`config.mk`:
```
export PLATFORM = sky130hd
export DESIGN_NAME = thread_dispatcher
export DESIGN_NICKNAME = d
export VERILOG_FILES = /design/src/rtl/thread_dispatcher_pkg.sv /design/src/rtl/thread_dispatcher_rr_slot_picker.sv /design/src/rtl/thread_dispatcher.sv
export SDC_FILE = /design/constraint.sdc
export NUM_CORES = 1
export LEC_CHECK = 0
export ABC_AREA = 1
export BUFFER_PORTS_ARGS = -buffer_cell sky130_fd_sc_hd__buf_2
export CORE_AREA = 2 2 83 85
export CTS_CLUSTER_DIAMETER = 200
export DETAILED_ROUTE_END_ITERATION = 8
export DIE_AREA = 0 0 85 87
export PLACE_DENSITY_LB_ADDON = 0.1
export SYNTH_ARGS = -nofsm -noshare
export SYNTH_HDL_FRONTEND = slang
export SYNTH_SLANG_ARGS = --single-unit
```
`constraint.sdc`:
```
create_clock -name clk -period 11.2 [get_ports clk]
set_input_delay 0.56 -clock clk [delete_from_list [all_inputs] [get_ports clk]]
set_output_delay 0.56 -clock clk [all_outputs]
set_load 0.03 [all_outputs]
```
`src/rtl/thread_dispatcher_pkg.sv`:
```
// thread_dispatcher_pkg
//   Shared types and sizing for the 4-thread / 3-ALU issue scheduler.
//   Imported by thread_dispatcher and thread_dispatcher_rr_slot_picker.
//   Contents:
//     NUM_Threads, NUM_ALUs          core geometry
//     FLUSH_CYCLES, STARTUP_CYCLES   bubble / warm-up lengths
//     tid_t, IDLE_TID                3-bit slot thread id, 3'd4 = nothing issued
//     flush_cnt_t, thr_idx_t         2-bit per-thread counter and thread index
//     next_thread()                  round-robin successor of a thread index

package thread_dispatcher_pkg;

  localparam int NUM_Threads    = 4;
  localparam int NUM_ALUs       = 3;
  localparam int FLUSH_CYCLES   = 2;
  localparam int STARTUP_CYCLES = 2;

  typedef logic [2:0] tid_t;
  typedef logic [1:0] flush_cnt_t;
  typedef logic [1:0] thr_idx_t;

  // Thread ids 0..3 are real threads, so 4 is free to mean "slot unused".
  localparam tid_t IDLE_TID = 3'd4;

  // Successor modulo NUM_Threads (explicit wrap so NUM_Threads < 4 also works).
  function automatic thr_idx_t next_thread(input thr_idx_t idx);
    thr_idx_t nxt;
    if (idx == thr_idx_t'(NUM_Threads - 1)) nxt = '0;
    else                                    nxt = idx + 2'd1;
    return nxt;
  endfunction

endpackage

```
`src/rtl/thread_dispatcher_rr_slot_picker.sv`:
```
// thread_dispatcher_rr_slot_picker
//   Purely combinational round-robin matcher between eligible threads and
//   ready ALU slots. Threads are scanned starting at i_rr_ptr; the k-th
//   eligible thread lands in the k-th ready slot. Each thread fills at most
//   one slot; unfilled or not-ready slots carry IDLE_TID.
//   Ports:
//     i_elig       [NUM_Threads]  thread may issue this cycle
//     i_alu_ready  [NUM_ALUs]     slot can accept an issue
//     i_rr_ptr                    first thread id in scan order
//     o_slot_tid   [NUM_ALUs]     thread chosen per slot (IDLE_TID if none)
//     o_last_tid                  thread placed in the highest filled slot
//     o_any_grant                 at least one slot was filled

module thread_dispatcher_rr_slot_picker
  import thread_dispatcher_pkg::*;
(
  input  logic [NUM_Threads-1:0] i_elig,
  input  logic [NUM_ALUs-1:0]    i_alu_ready,
  input  thr_idx_t               i_rr_ptr,
  output tid_t [NUM_ALUs-1:0]    o_slot_tid,
  output thr_idx_t               o_last_tid,
  output logic                   o_any_grant
);

  logic [NUM_Threads-1:0] w_taken;
  logic                   w_found;
  thr_idx_t               w_idx;
  int                     w_sum;

  // Each ready slot takes the first not-yet-taken eligible thread in
  // rotated order; w_taken keeps a thread from landing in two slots.
  always_comb begin
    w_taken     = '0;
    w_found     = 1'b0;
    w_idx       = '0;
    w_sum       = 0;
    o_last_tid  = '0;
    o_any_grant = 1'b0;
    for (int a = 0; a < NUM_ALUs; a++) begin
      o_slot_tid[a] = IDLE_TID;
    end
    for (int a = 0; a < NUM_ALUs; a++) begin
      w_found = 1'b0;
      if (i_alu_ready[a]) begin
        for (int j = 0; j < NUM_Threads; j++) begin
          w_sum = int'(i_rr_ptr) + j;
          if (w_sum >= NUM_Threads) w_sum = w_sum - NUM_Threads;
          w_idx = thr_idx_t'(w_sum);
          if (!w_found && i_elig[w_idx] && !w_taken[w_idx]) begin
            w_found        = 1'b1;
            w_taken[w_idx] = 1'b1;
            o_slot_tid[a]  = tid_t'(w_idx);
            o_last_tid     = w_idx;
            o_any_grant    = 1'b1;
          end
        end
      end
    end
  end

endmodule

```
`src/rtl/thread_dispatcher.sv`:
```
// thread_dispatcher
//   Per-cycle issue scheduler for the 4-thread / 3-ALU core. Each cycle it
//   grants up to NUM_ALUs eligible threads in round-robin order and registers
//   one thread id per ALU slot (IDLE_TID when nothing is issued). Owns the
//   per-thread jump-flush bubbles and the post-reset warm-up window.
//   Optional build macro: DISPATCH_STATS_EN adds per-thread issue counters
//   and a saturating idle-slot counter.
//   Ports:
//     clk, rst                       clock, asynchronous active-high reset
//     i_inst_valid  [NUM_Threads]    decoded instruction available
//     i_hold        [NUM_Threads]    thread stalled
//     i_jump_en     [NUM_Threads]    thread redirecting this cycle
//     i_alu_ready   [NUM_ALUs]       ALU can accept an issue
//     o_dispatch_threads [NUM_ALUs]  thread id per slot, IDLE_TID = none
//     o_dispatch_valid   [NUM_ALUs]  slot carries a real thread
//     o_issue_count [NUM_Threads]    (DISPATCH_STATS_EN) grants per thread, wrapping
//     o_idle_slot_count              (DISPATCH_STATS_EN) idle slots, saturating

module thread_dispatcher
  import thread_dispatcher_pkg::*;
(
  input  logic                   clk,
  input  logic                   rst,
  input  logic [NUM_Threads-1:0] i_inst_valid,
  input  logic [NUM_Threads-1:0] i_hold,
  input  logic [NUM_Threads-1:0] i_jump_en,
  input  logic [NUM_ALUs-1:0]    i_alu_ready,
  output tid_t [NUM_ALUs-1:0]    o_dispatch_threads,
  output logic [NUM_ALUs-1:0]    o_dispatch_valid
`ifdef DISPATCH_STATS_EN
  ,
  output logic [NUM_Threads-1:0][15:0] o_issue_count,
  output logic [15:0]                  o_idle_slot_count
`endif
);

  tid_t [NUM_ALUs-1:0]          r_dispatch_threads;
  logic [NUM_ALUs-1:0]          r_dispatch_valid;
  thr_idx_t                     r_rr_ptr;
  flush_cnt_t [NUM_Threads-1:0] r_flush_cnt;
  logic [1:0]                   r_startup_cnt;

  logic [NUM_Threads-1:0] w_elig;
  tid_t [NUM_ALUs-1:0]    w_slot_tid;
  thr_idx_t               w_last_tid;
  logic                   w_any_grant;
  logic                   w_startup;

  assign w_startup = (r_startup_cnt != 2'd0);

  // A thread redirecting this cycle is already excluded, before its flush
  // counter has even been loaded.
  always_comb begin
    for (int t = 0; t < NUM_Threads; t++) begin
      w_elig[t] = i_inst_valid[t] & ~i_hold[t] & ~i_jump_en[t] &
                  (r_flush_cnt[t] == '0);
    end
  end

  thread_dispatcher_rr_slot_picker u_picker (
    .i_elig      (w_elig),
    .i_alu_ready (i_alu_ready),
    .i_rr_ptr    (r_rr_ptr),
    .o_slot_tid  (w_slot_tid),
    .o_last_tid  (w_last_tid),
    .o_any_grant (w_any_grant)
  );

  // Outputs and rr pointer: frozen idle (pointer held) during warm-up.
  always_ff @(posedge clk or posedge rst) begin
    if (rst) begin
      r_dispatch_threads <= {NUM_ALUs{IDLE_TID}};
      r_dispatch_valid   <= '0;
      r_rr_ptr           <= '0;
      r_startup_cnt      <= 2'(STARTUP_CYCLES);
    end else if (w_startup) begin
      r_startup_cnt      <= r_startup_cnt - 2'd1;
      r_dispatch_threads <= {NUM_ALUs{IDLE_TID}};
      r_dispatch_valid   <= '0;
    end else begin
      r_dispatch_threads <= w_slot_tid;
      for (int a = 0; a < NUM_ALUs; a++) begin
        r_dispatch_valid[a] <= (w_slot_tid[a] != IDLE_TID);
      end
      if (w_any_grant) r_rr_ptr <= next_thread(w_last_tid);
    end
  end

  // Flush counters also run during warm-up; a new jump reloads the count.
  always_ff @(posedge clk or posedge rst) begin
    if (rst) begin
      r_flush_cnt <= '0;
    end else begin
      for (int t = 0; t < NUM_Threads; t++) begin
        if (i_jump_en[t])
          r_flush_cnt[t] <= flush_cnt_t'(FLUSH_CYCLES);
        else if (r_flush_cnt[t] != '0)
          r_flush_cnt[t] <= r_flush_cnt[t] - 2'd1;
      end
    end
  end

  assign o_dispatch_threads = r_dispatch_threads;
  assign o_dispatch_valid   = r_dispatch_valid;

`ifdef DISPATCH_STATS_EN
  localparam int CNT_W = $clog2(NUM_ALUs + 1);

  logic [NUM_Threads-1:0][15:0] r_issue_count;
  logic [15:0]                  r_idle_slot_count;
  logic [NUM_Threads-1:0]       w_granted;
  logic [CNT_W-1:0]             w_idle_slots;
  logic [16:0]                  w_idle_sum;

  // Stats track what is being registered onto the outputs this edge.
  always_comb begin
    w_granted    = '0;
    w_idle_slots = '0;
    for (int a = 0; a < NUM_ALUs; a++) begin
      if (w_slot_tid[a] == IDLE_TID) begin
        w_idle_slots = w_idle_slots + CNT_W'(1);
      end else begin
        w_granted[w_slot_tid[a][1:0]] = 1'b1;
      end
    end
    if (w_startup) begin
      w_granted    = '0;
      w_idle_slots = CNT_W'(NUM_ALUs);
    end
    w_idle_sum = {1'b0, r_idle_slot_count} + 17'(w_idle_slots);
  end

  always_ff @(posedge clk or posedge rst) begin
    if (rst) begin
      r_issue_count     <= '0;
      r_idle_slot_count <= '0;
    end else begin
      for (int t = 0; t < NUM_Threads; t++) begin
        if (w_granted[t]) r_issue_count[t] <= r_issue_count[t] + 16'd1;
      end
      r_idle_slot_count <= w_idle_sum[16] ? 16'hFFFF : w_idle_sum[15:0];
    end
  end

  assign o_issue_count     = r_issue_count;
  assign o_idle_slot_count = r_idle_slot_count;
`endif

endmodule

```
### After elaboration in Yosys (flattened, before gate mapping)

Index checks and enable logic that the tools add are counted.
W data, S select, Z words.

| storage, ports and cells | value |
|---|---|
| word-level logic and storage cells | 333 |
| bits of input ports | 17 |
| output and inout bits | 12 |
| flip-flop bits (word level) | 24 |

| cells by class | value |
|---|---|
| reductions and logical operators | 67 |
| add/sub/neg operators | 13 |
| magnitude comparators | 27 |
| bitwise operators | 31 |
| equal/unequal tests | 4 |
| muxes and demuxes | 181 |

Operators with widths:

| cell | number |
|---|---|
| $mux W4 | 22 |
| $mux W2 | 40 |
| $mux W1 | 67 |
| $bmux W1 S2 | 24 |
| $mux W3 | 16 |
| $or A4 B4 Y4 | 10 |
| $lt A2 B3 Y1 const B | 12 |
| $logic_and A1 B1 Y1 | 32 |
| $demux W1 S2 | 11 |
| $ge A2 B1 Y1 const B | 11 |
| $logic_not A1 Y1 | 21 |
| $reduce_bool A2 Y1 | 9 |
| $sub A2 B1 Y2 const B | 9 |
| $and A1 B1 Y1 | 12 |
| $ge A3 B3 Y1 const B | 3 |
| $mux W9 | 1 |
| $ne A3 B3 Y1 const B | 3 |
| $not A1 Y1 | 9 |
| $logic_not A2 Y1 | 4 |
| $add A2 B2 Y3 const B | 2 |
| $add A2 B1 Y3 const B | 1 |
| $ge A2 B3 Y1 const B | 1 |
| $add A2 B1 Y2 const B | 1 |
| $eq A2 B2 Y1 const B | 1 |
| $reduce_and A2 Y1 | 1 |

### Longest topological paths before layout

| depth | value |
|---|---|
| depth in word-level cells | 77 |
| gate-level depth with buffers | 50 |
| gate-level depth less buffers | 49 |

### Hierarchy

A second synthesis with hierarchy kept.

| unflattened totals | value |
|---|---|
| cells, all modules | 430 |
| area total of the unflattened synthesis | 2869.0 µm² |

By module, submodules not included:

| module | area each (µm²) | cells an instance | times used |
|---|---|---|---|
| thread_dispatcher_rr_slot_picker | 1789.2 | 306 | 1 |
| thread_dispatcher | 1079.8 | 124 | 1 |

### Least setup slack after synthesis

No wires, ideal clock.

| timing path | value |
|---|---|
| path kind | reg-to-reg |
| from | register r_rr_ptr[0] |
| to | register r_rr_ptr[1] |
| stages on the path, launching flop included | 49 |
| data arrival time | 4986 ps |
| setup time | 118 ps |
| clock period less this slack | 5104 ps |
| slack | 6096 ps |
| path buffers | 4 |
| cells stage by stage | dfrtp_1 > buf_6 > inv_4 > buf_6 > buf_4 > clkbuf_1 > ha_1 > inv_2 > nand3_2 > nand2_4 > nand2_4 > nor2_8 > nand3_1 > nand3_1 > nand3_1 > nand3_2 > nand2_4 > nand2_1 > [13 not listed] > nand3_2 > nand2_4 > a21oi_2 > nand4_1 > nand2_1 > nand3_2 > nand3_4 > nand2_2 > nor2_4 > nand2_1 > nand2_1 > inv_1 > nand2_1 > nand2_1 > inv_1 > nand2_1 > nand3_1 > nand2_1 |

| between the ends | value |
|---|---|
| cells in the longest elaborated chain, start to end | 77 |
| elaborated cells on any way between the ends | 255 |
| those cells by class | 8 x add/sub; 26 x order compare; 1 x eq/ne; 156 x mux; 10 x bitwise; 54 x reduce/logical |

Ends and longest elaborated chain:

| what | RTL line | source |
|---|---|---|
| start, declared | thread_dispatcher.sv:39 | `thr_idx_t r_rr_ptr;` |
| start signal, assigned | thread_dispatcher.sv:85 | `if (w_any_grant) r_rr_ptr <= next_thread(w_last_tid);` |
| $ge A2 B3 Y1 / $sub A2 B1 Y2 (equally long branches) | thread_dispatcher_rr_slot_picker.sv:47 | `if (w_sum >= NUM_Threads) w_sum = w_sum - NUM_Threads;` |
| $mux W2 | thread_dispatcher_rr_slot_picker.sv:47 |  |
| $mux W2 | thread_dispatcher_rr_slot_picker.sv:44 | `if (i_alu_ready[a]) begin` |
| $lt A2 B3 Y1 (not written as such), or another cell as far along | thread_dispatcher_rr_slot_picker.sv:51 | `w_taken[w_idx] = 1'b1;` |
| $logic_and A1 B1 Y1 (not written as such) / $mux W1 (equally long branches) | thread_dispatcher_rr_slot_picker.sv:51, thread_dispatcher_rr_slot_picker.sv:49 |  |
| $mux W1 (not written as such) / $logic_not A1 Y1 (equally long branches) | thread_dispatcher_rr_slot_picker.sv:51, thread_dispatcher_rr_slot_picker.sv:49 |  |
| $demux W1 S2 / $logic_and A1 B1 Y1 (equally long branches) | - |  |
| $mux W4 | thread_dispatcher_rr_slot_picker.sv:49 | `if (!w_found && i_elig[w_idx] && !w_taken[w_idx]) begin` |
| [61 not listed] | - |  |
| $bmux W1 S2 | thread_dispatcher_rr_slot_picker.sv:49 |  |
| $mux W1 (not written as such) | thread_dispatcher_rr_slot_picker.sv:49 |  |
| $logic_not A1 Y1 | thread_dispatcher_rr_slot_picker.sv:49 |  |
| $logic_and A1 B1 Y1 | thread_dispatcher_rr_slot_picker.sv:49 |  |
| $mux W2 | thread_dispatcher_rr_slot_picker.sv:49 |  |
| $mux W2 | thread_dispatcher_rr_slot_picker.sv:44 |  |
| $add A2 B1 Y2 / $eq A2 B2 Y1 (equally long branches) | thread_dispatcher_pkg.sv:29, thread_dispatcher_pkg.sv:28 |  |
| $mux W2 | thread_dispatcher_pkg.sv:28 | `if (idx == thr_idx_t'(NUM_Threads - 1)) nxt = '0;` |

Parallel ways exist; a longest one is shown, timed or not. The select of a mux whose other input is x is not followed.
A chain may end at the register's enable or synchronous reset.

### Worst setup path after layout

| timing path | value |
|---|---|
| from | register r_rr_ptr[1] |
| to | register r_rr_ptr[1] |

The elaborated chain is that of the path after synthesis.

==> flow_summary.ini <==
[finish]
fill_cells = 691
synthToLayoutAreaGrowth_pct = 8.34
drive_gt1_frac = 0.233
insertedDiodeCount = 0
final_cell_mix = nand2_1, nand3_1, inv_1
instances_no_fill = 513
fin_nets = 460
final_common_cell = nand2_1
finalInstanceArea_um2 = 2940
fin_util = 0.448

[power]
clkPwrFrac = 0.079
p_int_mw = 0.393
power.density_nw_per_um2 = 318
ir_drop_mv = 0.138
switching_power_mw = 0.541
p_sw_frac = 0.579
p_leak_nw = 1.61
p_comb_frac = 0.774
power_frac_seq = 0.147

[placed_design]
dp_cells = 509
io_buffers = 28
dp_hpwl_um = 5400
placed_area_um2 = 2870
gp_congestion = 0.888

[routing]
drt_iter0_drc = 125
first_pass_iters = 4
vias = 2671
wl_met3_um = 183
wirelength_um = 6870
met2_length_um = 3230
top_layer = met4
met1_length_um = 3320
drt-vias-per-instance = 5.21
wl_per_cell_um = 13.4
drc = 0
ant_nets = 0

[clock_tree]
cts_tree = done
cts_resized = 0
clk-insertion-delay-late_ns = 0.26
cts_hold_buf = 0
clk_pin_slew_ns = 0.08
numCtsBuffers = 3
cts_sinks = 24
post_cts_buffers = 0
cts.htree.levels = 1
clockBufferDepth = 2
root_buffer = clkbuf_8

[setup_path]
cp_data_required_time_ns = 11.36
cp_slowest_stage_delay_ns = 0.78
cpMaxStageDelayCell = dfrtp_1
cp_data_arrival_time_ns = 6.38
worst_setup_path_end_kind = flip-flop
crit_path_frequent_cell = nand2_1
cp-start-kind = flip-flop
critical_path_class = flip-flop to flip-flop
worst-r2r-cell-count = 46
critPathMaxFanout = 14

[grt]
grt_pass1_vias = 2518
track_usage = 0.195
grt_max_degree = 33
overflow = 0
grt_pass1_wl_um = 11900
grt_antenna_before_repair = 0

[timing]
fin_crit_sh = 0.556
finalCriticalPeriod_ns = 6.22
rsz0062_at_grt = no
slew-limit-headroom = 0.438
max_freq_mhz = 161
report.final.slew_viol_count = 0
skew_ns = 0.00449
hold_viol = 0
fin_tns_setup_ns = 0
tightest_slew_ns = 0.842
holdWs_ns = 0.453
finalSetupViolations = 0

[synthesis]
synth_cell_types = 41
ys_warn_count = 0
avgSynthCellArea_um2 = 6.56
netlist_top_cells_area = dfrtp_1, nand2_1, nand3_1, nand3_2, inv_1
synthCells = 414
ys_seq_elements = 24
yosysTopAreaCell = dfrtp_1
syn_nets = 440
syn_area_um2 = 2710
synth_top_area_share = 0.184
ys_seq_area_frac = 0.223

[run_status]
status = completed

[floorplan]
start_util = 0.413
die_h_um = 87
core-area_um2 = 6570
num_rows = 30
fp.dieArea_um2 = 7400
die_x_um = 85
pin_count = 29

[worst_hold_path]
min-delay-path-class = primary input to asynchronous set/reset pin

[job]
drv_cap = 0
==> worst max-delay path, delay by kind of cell (launching register included) <==
kind                     cells  cell delay (ns)
adder cells (fa/ha/maj)      1             0.55
flip-flops                   1             0.78
AND/OR/NAND/NOR             39             3.86
buffers and inverters        6             0.89
==> power groups by stage <==
| stage | clock, mW | sequential (mW) | combinational [mW] |
|---|---|---|---|
| floorplan | 0 | 0.156 | 0.580 |
| global placement | 0 | 0.138 | 0.722 |
| detailed placement | 0 | 0.139 | 0.720 |
| CTS | 0.0762 | 0.137 | 0.722 |
| global route | 0.0801 | 0.141 | 0.818 |
| finish | 0.0738 | 0.137 | 0.724 |
==> final cells by class <==
cell class,count,area (um^2),area share
Clock inverter,1,30.0,0.0102
Multi-Input combinational cell,318,1790,0.609
Sequential cell,24,606,0.206
Clock buffer,3,41.3,0.0140
Timing Repair Buffer,29,148,0.0502
Tap cell,80,100,0.0340
Inverter,58,224,0.0762
==> worst paths after layout <==
| kind | from | end | slack, ns |
|---|---|---|---|
| worst max-delay path | r_rr_ptr[1] | r_rr_ptr[1] | 4.98 |
| worst min-delay path | rst | o_dispatch_valid[2] | 0.45 |
| worst max register to register | r_rr_ptr[1] | r_rr_ptr[1] | 4.98 |
| worst min register to register | r_startup_cnt[1] | r_startup_cnt[1] | 0.49 |
| max in group asynchronous | rst | r_flush_cnt[3] | 10.22 |
| min in group clk | i_jump_en[3] | r_flush_cnt[6] | 0.48 |
==> metal layers <==
| layer | vias up | global-route usage |
|---|---|---|
| li1 | 1403 | - |
| met2 | 53 | 0.337 |
| met4 | 0 | 0.0678 |
| met5 | - | 0 |
| met1 | 1204 | 0.260 |
| met3 | 11 | 0.0104 |
==> metrics by stage <==
stage / setup WS, ns / power, mW
floorplan: 6.10 / 0.736
global placement: 5.09 / 0.861
detailed placement: 5.06 / 0.859
CTS: 5.03 / 0.935
global route: 4.24 / 1.04
finish: 4.98 / 0.935
==> flip-flops by register name (all words and copies together), names as in the netlist <==
name and cells:
r_rr_ptr 2, o_dispatch_threads 9, r_startup_cnt 2, r_flush_cnt 8
o_dispatch_valid 3
==> logic make-up (layout without fill, tap and decap cells) <==
logic type,Yosys count,count (layout),synth area share
compound gates,41,41,0.0908
xor+xnor,2,2,0.00646
fa+ha+maj,9,9,0.0415
flops,24,24,0.223
simple gates,266,266,0.521
buf+inv,72,91,0.117
==> synthesized netlist by cell type (all sizes together) <==
cell	n
a211o	1
a21boi	3
a21oi	13
a31o	1
buf	10
clkbuf	4
clkinv	4
dfrtp	20
dfstp	4
ha	9
inv	54
nand2	119
nand3	83
nand4	16
nor2	37
nor3	8
nor3b	1
nor4	1
o211a	1
o211ai	1
o21ai	20
o311ai	1
or2	1
xnor2	1
xor2	1
No activity file was read; power rests on OpenSTA's default activity.
